### config.mk
export PLATFORM = sky130hd
export DESIGN_NAME = ultrasonido_presencia
export DESIGN_NICKNAME = d
export VERILOG_FILES = /design/src/rtl/ultrasonido_presencia.sv
export SDC_FILE = /design/constraint.sdc
export NUM_CORES = 1
export LEC_CHECK = 0
export BUFFER_PORTS_ARGS = -buffer_cell sky130_fd_sc_hd__buf_2
export CAP_MARGIN = 10
export CORE_UTILIZATION = 50
export CTS_CLUSTER_SIZE = 8
export DETAILED_ROUTE_END_ITERATION = 10
export HOLD_SLACK_MARGIN = 0.03
export PLACE_DENSITY = 0.67
export SLEW_MARGIN = 20
export SYNTH_ARGS = -nofsm -noshare
export SYNTH_HDL_FRONTEND = slang
export SYNTH_SLANG_ARGS = --single-unit
### constraint.sdc
create_clock -name clk -period 3.3 [get_ports clk]
set_input_delay 0.66 -clock clk [delete_from_list [all_inputs] [get_ports clk]]
set_output_delay 0.66 -clock clk [all_outputs]
set_load 0.02 [all_outputs]
### src/rtl/ultrasonido_presencia.sv
// HC-SR04 ranging: trigger, echo width to centimetres,
// and a hysteresis-filtered presence flag for the LCD wake-up.
module ultrasonido_presencia #(
  parameter int unsigned TRIG_CYCLES         = 500,
  parameter int unsigned GAP_CYCLES          = 3000000,
  parameter int unsigned ECHO_TIMEOUT_CYCLES = 1500000,
  parameter int unsigned CYCLES_PER_CM       = 2900,
  parameter int unsigned THRESHOLD_CM        = 30,
  parameter int unsigned HITS                = 3,
  parameter int unsigned DIST_BITS           = 9
) (
  input  logic                 clk,
  input  logic                 reset,
  input  logic                 enable,
  input  logic                 echo,
  output logic                 trig,
  output logic                 distancia,
  output logic [DIST_BITS-1:0] distance_cm,
  output logic                 meas_valid,
  output logic                 timeout
);

  localparam int GW = $clog2(GAP_CYCLES + 1);
  localparam int TW = $clog2(TRIG_CYCLES + 1);
  localparam int OW = $clog2(ECHO_TIMEOUT_CYCLES + 1);
  localparam int PW = $clog2(CYCLES_PER_CM + 1);
  localparam int HW = $clog2(HITS + 1);

  localparam logic [GW-1:0] GAP_LAST  = GW'(GAP_CYCLES);
  localparam logic [TW-1:0] TRIG_LAST = TW'(TRIG_CYCLES - 1);
  localparam logic [OW-1:0] TO_LAST   = OW'(ECHO_TIMEOUT_CYCLES - 1);
  localparam logic [PW-1:0] PS_LAST   = PW'(CYCLES_PER_CM - 1);
  localparam logic [HW-1:0] HIT_MAX   = HW'(HITS);
  localparam logic [DIST_BITS-1:0] CM_MAX = '1;
  localparam logic [DIST_BITS-1:0] THR    = DIST_BITS'(THRESHOLD_CM);

  typedef enum logic [2:0] {
    IDLE, TRIGGER, WAIT_RISE, MEASURE, EVALUATE
  } state_t;

  state_t state_q, state_d;

  logic [GW-1:0] gap_q;
  logic [TW-1:0] trig_cnt_q;
  logic [OW-1:0] to_q;
  logic [PW-1:0] ps_q;
  logic [DIST_BITS-1:0] cm_q, cm_inc, cm_res;
  logic [HW-1:0] near_q, far_q, near_nx, far_nx;
  logic echo_m, echo_s, echo_p;
  logic rise, fall, ev_to, ps_wrap, near, stay;

  assign rise = echo_s & ~echo_p;
  assign fall = ~echo_s & echo_p;

  assign ps_wrap = (ps_q == PS_LAST);
  assign cm_inc  = (ps_wrap && cm_q != CM_MAX) ?
                   cm_q + DIST_BITS'(1) : cm_q;
  assign stay    = (state_d == state_q);

  assign near    = !timeout && (distance_cm < THR);
  assign near_nx = (near_q == HIT_MAX) ? near_q : near_q + HW'(1);
  assign far_nx  = (far_q == HIT_MAX) ? far_q : far_q + HW'(1);

  always_comb begin
    state_d = state_q;
    ev_to   = 1'b0;
    unique case (state_q)
      IDLE:
        if (gap_q == GAP_LAST) state_d = TRIGGER;
      TRIGGER:
        if (trig_cnt_q == TRIG_LAST) state_d = WAIT_RISE;
      WAIT_RISE:
        if (rise) begin
          state_d = MEASURE;
        end else if (to_q == TO_LAST) begin
          state_d = EVALUATE;
          ev_to   = 1'b1;
        end
      MEASURE:
        // A falling edge beats a coincident timeout.
        if (fall) begin
          state_d = EVALUATE;
        end else if (to_q == TO_LAST) begin
          state_d = EVALUATE;
          ev_to   = 1'b1;
        end
      EVALUATE:
        state_d = IDLE;
      default:
        state_d = IDLE;
    endcase
  end

  always_comb begin
    cm_res = '0;
    if (state_q == MEASURE) cm_res = ev_to ? CM_MAX : cm_inc;
  end

  always_ff @(posedge clk) begin
    if (reset) begin
      state_q     <= IDLE;
      gap_q       <= '0;
      trig_cnt_q  <= '0;
      to_q        <= '0;
      ps_q        <= '0;
      cm_q        <= '0;
      near_q      <= '0;
      far_q       <= '0;
      echo_m      <= 1'b0;
      echo_s      <= 1'b0;
      echo_p      <= 1'b0;
      trig        <= 1'b0;
      distancia   <= 1'b0;
      distance_cm <= '0;
      meas_valid  <= 1'b0;
      timeout     <= 1'b0;
    end else begin
      echo_m <= echo;
      echo_s <= echo_m;
      echo_p <= echo_s;
      if (!enable) begin
        state_q    <= IDLE;
        gap_q      <= '0;
        trig_cnt_q <= '0;
        to_q       <= '0;
        ps_q       <= '0;
        cm_q       <= '0;
        near_q     <= '0;
        far_q      <= '0;
        trig       <= 1'b0;
        distancia  <= 1'b0;
        meas_valid <= 1'b0;
        timeout    <= 1'b0;
      end else begin
        state_q    <= state_d;
        trig       <= (state_d == TRIGGER);
        meas_valid <= (state_d == EVALUATE);
        timeout    <= ev_to;
        gap_q      <= (state_q == IDLE && stay) ?
                      gap_q + GW'(1) : '0;
        trig_cnt_q <= (state_q == TRIGGER && stay) ?
                      trig_cnt_q + TW'(1) : '0;
        to_q       <= (stay && (state_q == WAIT_RISE ||
                                state_q == MEASURE)) ?
                      to_q + OW'(1) : '0;
        ps_q       <= (state_q == MEASURE && stay) ?
                      (ps_wrap ? '0 : ps_q + PW'(1)) : '0;
        cm_q       <= (state_q == MEASURE && stay) ? cm_inc : '0;
        if (state_d == EVALUATE) distance_cm <= cm_res;
        if (state_q == EVALUATE) begin
          if (near) begin
            near_q <= near_nx;
            far_q  <= '0;
            if (near_nx == HIT_MAX) distancia <= 1'b1;
          end else begin
            far_q  <= far_nx;
            near_q <= '0;
            if (far_nx == HIT_MAX) distancia <= 1'b0;
          end
        end
      end
    end
  end

endmodule

Word level (Yosys, flattened, before mapping)
Cells that the tools add are included.

cells by class
  add/sub/neg operators = 7
  multipliers = 0
  divide/modulo/power cells = 0
  magnitude comparators = 1
  equality and inequality tests = 17
  shift-type cells = 0
  mux-type cells = 20
  bitwise logic cells = 9
  reduce and logical (&&, ||, !) cells = 18

operators by type and width
  cell                                                                           count
  9-bit 2-to-1 mux                                                               3
  22-bit by 1-bit adder with 22-bit output (second input constant)               1
  22-bit equality test (second input constant)                                   1
  21-bit by 1-bit adder with 21-bit output (second input constant)               1
  21-bit equality test (second input constant)                                   1
  9-bit by 1-bit adder with 9-bit output (second input constant)                 2
  3-bit 2-to-1 mux                                                               5
  12-bit by 1-bit adder with 12-bit output (second input constant)               1
  12-bit equality test (second input constant)                                   1
  3-bit case mux with 4 select lines                                             1
  3-bit OR reduction                                                             4
  9-bit equality test (second input constant)                                    1
  9-bit by 5-bit less-than comparator with 1-bit output (second input constant)  1
  9-bit inequality test (second input constant)                                  1
  2-bit equality test (second input constant)                                    4
  2-bit 2-to-1 mux                                                               4
  1-bit inverter                                                                 7
  3-bit by 1-bit equality test with 1-bit output (second input constant)         2
  3-bit by 2-bit equality test with 1-bit output (second input constant)         2
  3-bit equality test (second input constant)                                    2
  1-bit logical AND                                                              6
  1-bit 2-to-1 mux                                                               6
  2-bit by 1-bit adder with 2-bit output (second input constant)                 2
  4-bit OR reduction                                                             1
  11 further kinds                                                               12

word-level totals
  register bits after elaboration = 96
  latch bits = 0
  bits in writable memories = 0
  memory bits (read-only) = 0
  input port bits = 4
  output and inout bits = 13
  memories = 0

Depth between registers and ports, before layout
  depth in word-level cells = 8
  mapped depth = 10
  gate-level depth less buffers = 10

Least setup slack after synthesis
No wires, ideal clock.

  path type = flip-flop to flip-flop
  start point = register cm_q[0]
  end point = register distance_cm[3]
  library setup time = 0.122 ns
  arrival time = 2.157 ns
  data required time = 3.178 ns
  slack = 1.022 ns
  cell stages (with the launch flop) = 11
  buffers on the path = 0
  clock period less this slack = 2.278 ns
  cell sequence = dfxtp_1 > ha_1 > nand2_1 > nor2_1 > and3_1 > ha_1 > nand3b_1 > nor4_4 > nand4_1 > xnor2_1 > a221o_1

on the way
  longest elaborated chain between the ends = 5

ends and longest elaborated chain
  item                                                                                            RTL line  RTL
  from (decl)                                                                                     47        logic [DIST_BITS-1:0] cm_q, cm_inc, cm_res;
  from (signal assigned)                                                                          148       cm_q <= (state_q == MEASURE && stay) ? cm_inc : '0;
  parallel branches: the longest is 2 deep, another holds 9-bit by 1-bit adder with 9-bit output  n/a
  9-bit 2-to-1 mux *                                                                              56        assign cm_inc = (ps_wrap && cm_q != CM_MAX) ?
  9-bit 2-to-1 mux * (2 in a row)                                                                 96        if (state_q == MEASURE) cm_res = ev_to ? CM_MAX : cm_inc;
  to (signal assigned)                                                                            149       if (state_d == EVALUATE) distance_cm <= cm_res;
  to (decl)                                                                                       18        output logic [DIST_BITS-1:0] distance_cm,

Mark *: on every way between the ends.
A chain may end at the register's enable or synchronous reset.

Final worst setup path
  start point = register cm_q[0]
  end point = register distance_cm[7]

The elaborated chain is that of the path after synthesis.

==> metrics.yaml <==
mostFrequentLayoutCell: "nor2_1"
start_util: 0.526
criticalPathCategory: "register to register"
synthToLayoutAreaGrowth_pct: 9.32
grt_use_total: 0.182
final_antenna_net_count: 0
p_per_area_mw_per_mm2: 438
switchingPower_uw: 437
drt-pass1-iter-count: 4
p_leak_nw: 1.53
period_needed_ns: 2.45
synth-edff-count: 0
synth_nets: 476
antenna_found_initial: 0
synthDistinctLibCells: 46
io_buffers: 16
synth-seq-cells: 96
htree_levels: 3
finalSetupViolCount: 0
grt_max_degree: 23
crit_chain: "ha_1 -> nand2_1 -> nor2_1 -> and3_1 -> ha_1 -> nand3b_1 -> nor4_4 -> nand4_1 -> xnor2_1 -> a221o_1"
setup_tns_ns: 0
final_nets: 494
synth_area_per_cell_um2: 8.93
r2r-start: "cm_q[0]"
cts.clk_slew.worst_paths_ns: 0.10
p_comb_frac: 0.010
cp.required_ns: 3.55
layout_setup_ws_ns: 0.854
numClockSinks: 96
cts_root_buf: "clkbuf_8"
cts_buffers: 9
drt-initial-drc-count: 89
relSlewSlack: 0.489
grt_pass1_wl_um: 12800
skew_ns: 0.0100
gp_congestion: 0.801
status: "finished, final reports clean"
dieArea_mm2: 0.00867
worst_pin_slew_ns: 0.759
async_flop_share: 0
die_y_um: 93.1
drive_gt1_frac: 0.0943
core_area_mm2: 0.00789
yosysWarnings: 0
die_x_um: 93.1
hpwl_um: 5150
cap_violations: 0
cts_tree: "yes"
worstPathArrival_ns: 2.70
finalPower_mw: 1.99
clk_latency_ns: 0.36
p_int_mw: 1.55
rows: 32
synthCells: 465
syn_area_mm2: 0.00415
switching_share: 0.220
detail_route.wl_per_cell_um: 12.2
finalCritPeriodShare: 0.741
cp-start-kind: "register"
rsz0062_at_grt: "false"
cp_slowest_cell: "nor4_4"
postRouteWirelength_um: 7190
cts_buffer_depth: 2
vias: 3098
overflow: 0
grt_pass1_vias: 2846
mostFrequentLayoutCells: "nor2_1 (98), dfxtp_1 (96), xnor2_1 (37), nand2_1 (37), xor2_1 (26)"
post-place-ws_ns: 0.859
p_seq_frac: 0.585
hold_start: "echo_m"
critPathLaunch: "cm_q[0]"
worst_path_most_repeated_cell: "ha_1"
critPathMaxFanout: 7
post_cts_buffers: 0
fin_util: 0.575
final-hold-violation-count: 0
io_pins: 17
endpoint_kind: "register"
hold_class: "register to register"
drc: 0
clkPwrFrac: 0.404
diodes: 0
cpPeakStageDelay_ns: 0.38
synth_flop_cell: "dfxtp_1"
fmax_mhz: 409
cts_hold_buffers: 0
cts_resized: 0
vias_per_cell: 5.25
vdd_ir_drop_max_uv: 456
slew_viol_final: 0
yosysSeqAreaShare: 0.463
-- worst paths after layout --
check                           depth (start not counted)        endpoint  slack (ns)
worst max register to register                         10  distance_cm[7]        0.85
worst min-delay path                                    1          echo_s        0.45
worst min register to register                          1          echo_s        0.45
worst max-delay path                                   10  distance_cm[7]        0.85
-- worst max-delay path: cells and delay by family (launching register included) --
family	cells	cell delay, ns
and+or+nand+nor	6	1.04
AOI/OAI and AO/OA	1	0.32
xor gates and xnor gates	1	0.16
DFF	1	0.35
adders and majority gates	2	0.46
-- power by group through the flow --
stage | combinational [mW] | sequential (mW) | clock, mW
3_3_place_gp | 0.0208 | 1.19 | 0
6_report | 0.0207 | 1.16 | 0.804
3_5_place_dp | 0.0209 | 1.19 | 0
5_1_grt | 0.0234 | 1.16 | 0.876
4_1_cts | 0.0209 | 1.16 | 0.826
2_1_floorplan | 0.0135 | 1.19 | 0
-- cell families (layout without fill, tap and decap cells) --
kind of cell / count (synthesis) / count (layout) / share of synthesized area
buf+inv: 27 / 50 / 0.0265
mux: 2 / 2 / 0.00482
xor+xnor: 63 / 63 / 0.133
compound gates: 25 / 25 / 0.0461
fa+ha+maj: 7 / 7 / 0.0211
simple gates: 245 / 245 / 0.305
flops: 96 / 96 / 0.463
-- cells in the mapped netlist (2+ instances only) --
master,instances,area share
nand4b_1,2,0.0042
and3_1,9,0.014
xnor2_1,37,0.078
mux2i_1,2,0.0048
a21oi_1,6,0.0072
a221o_1,4,0.0096
clkbuf_1,10,0.0090
nor4_4,3,0.015
nor2b_1,9,0.014
o21ai_0,2,0.0024
nor4_1,9,0.014
nand3_1,24,0.029
nor3_1,9,0.011
a22o_1,4,0.0084
a211oi_1,3,0.0054
xor2_1,26,0.055
ha_1,7,0.021
nand2_1,37,0.033
nand3b_1,2,0.0036
dfxtp_1,96,0.46
and4_1,2,0.0042
or4_1,2,0.0036
nor2_1,98,0.089
inv_1,15,0.014
nor4bb_1,3,0.0072
nand4_1,21,0.032
nand2b_1,4,0.0060
-- sequential cells by signal, indices dropped and copies added, names as in the netlist, 2 cells and up --
name,flops
to_q,21
far_q,2
ps_q,12
distance_cm,9
cm_q,9
state_q,3
trig_cnt_q,9
gap_q,22
near_q,2
-- per-layer routing --
metal / vias up / GRT usage / share of wire
li1: 1620 / - / -
met1: 1438 / 0.241 / 0.52
met2: 34 / 0.290 / 0.44
met3: 6 / 0.0545 / 0.030
met4: 0 / 0.0500 / 0.011
met5: - / 0 / 0
-- stage by stage --
step | hold slack (ns) | cells | area (um2)
5_1_grt | 0.463 | 590 | 4540
3_3_place_gp | 0.442 | 574 | 4330
2_1_floorplan | 0.414 | 465 | 4150
3_5_place_dp | 0.444 | 574 | 4330
6_report | 0.454 | 590 | 4540
4_1_cts | 0.457 | 590 | 4540
-- cell type report --
cell class | count | area, um2
clock buffer | 10 | 138
clock inverter | 6 | 72.6
fill | 678 | 3350
inverter | 15 | 56.3
multi-input combinational | 342 | 2120
sequential | 96 | 1920
tap | 102 | 128
timing repair buffer | 19 | 103
Power figures use the tool's default switching activity.
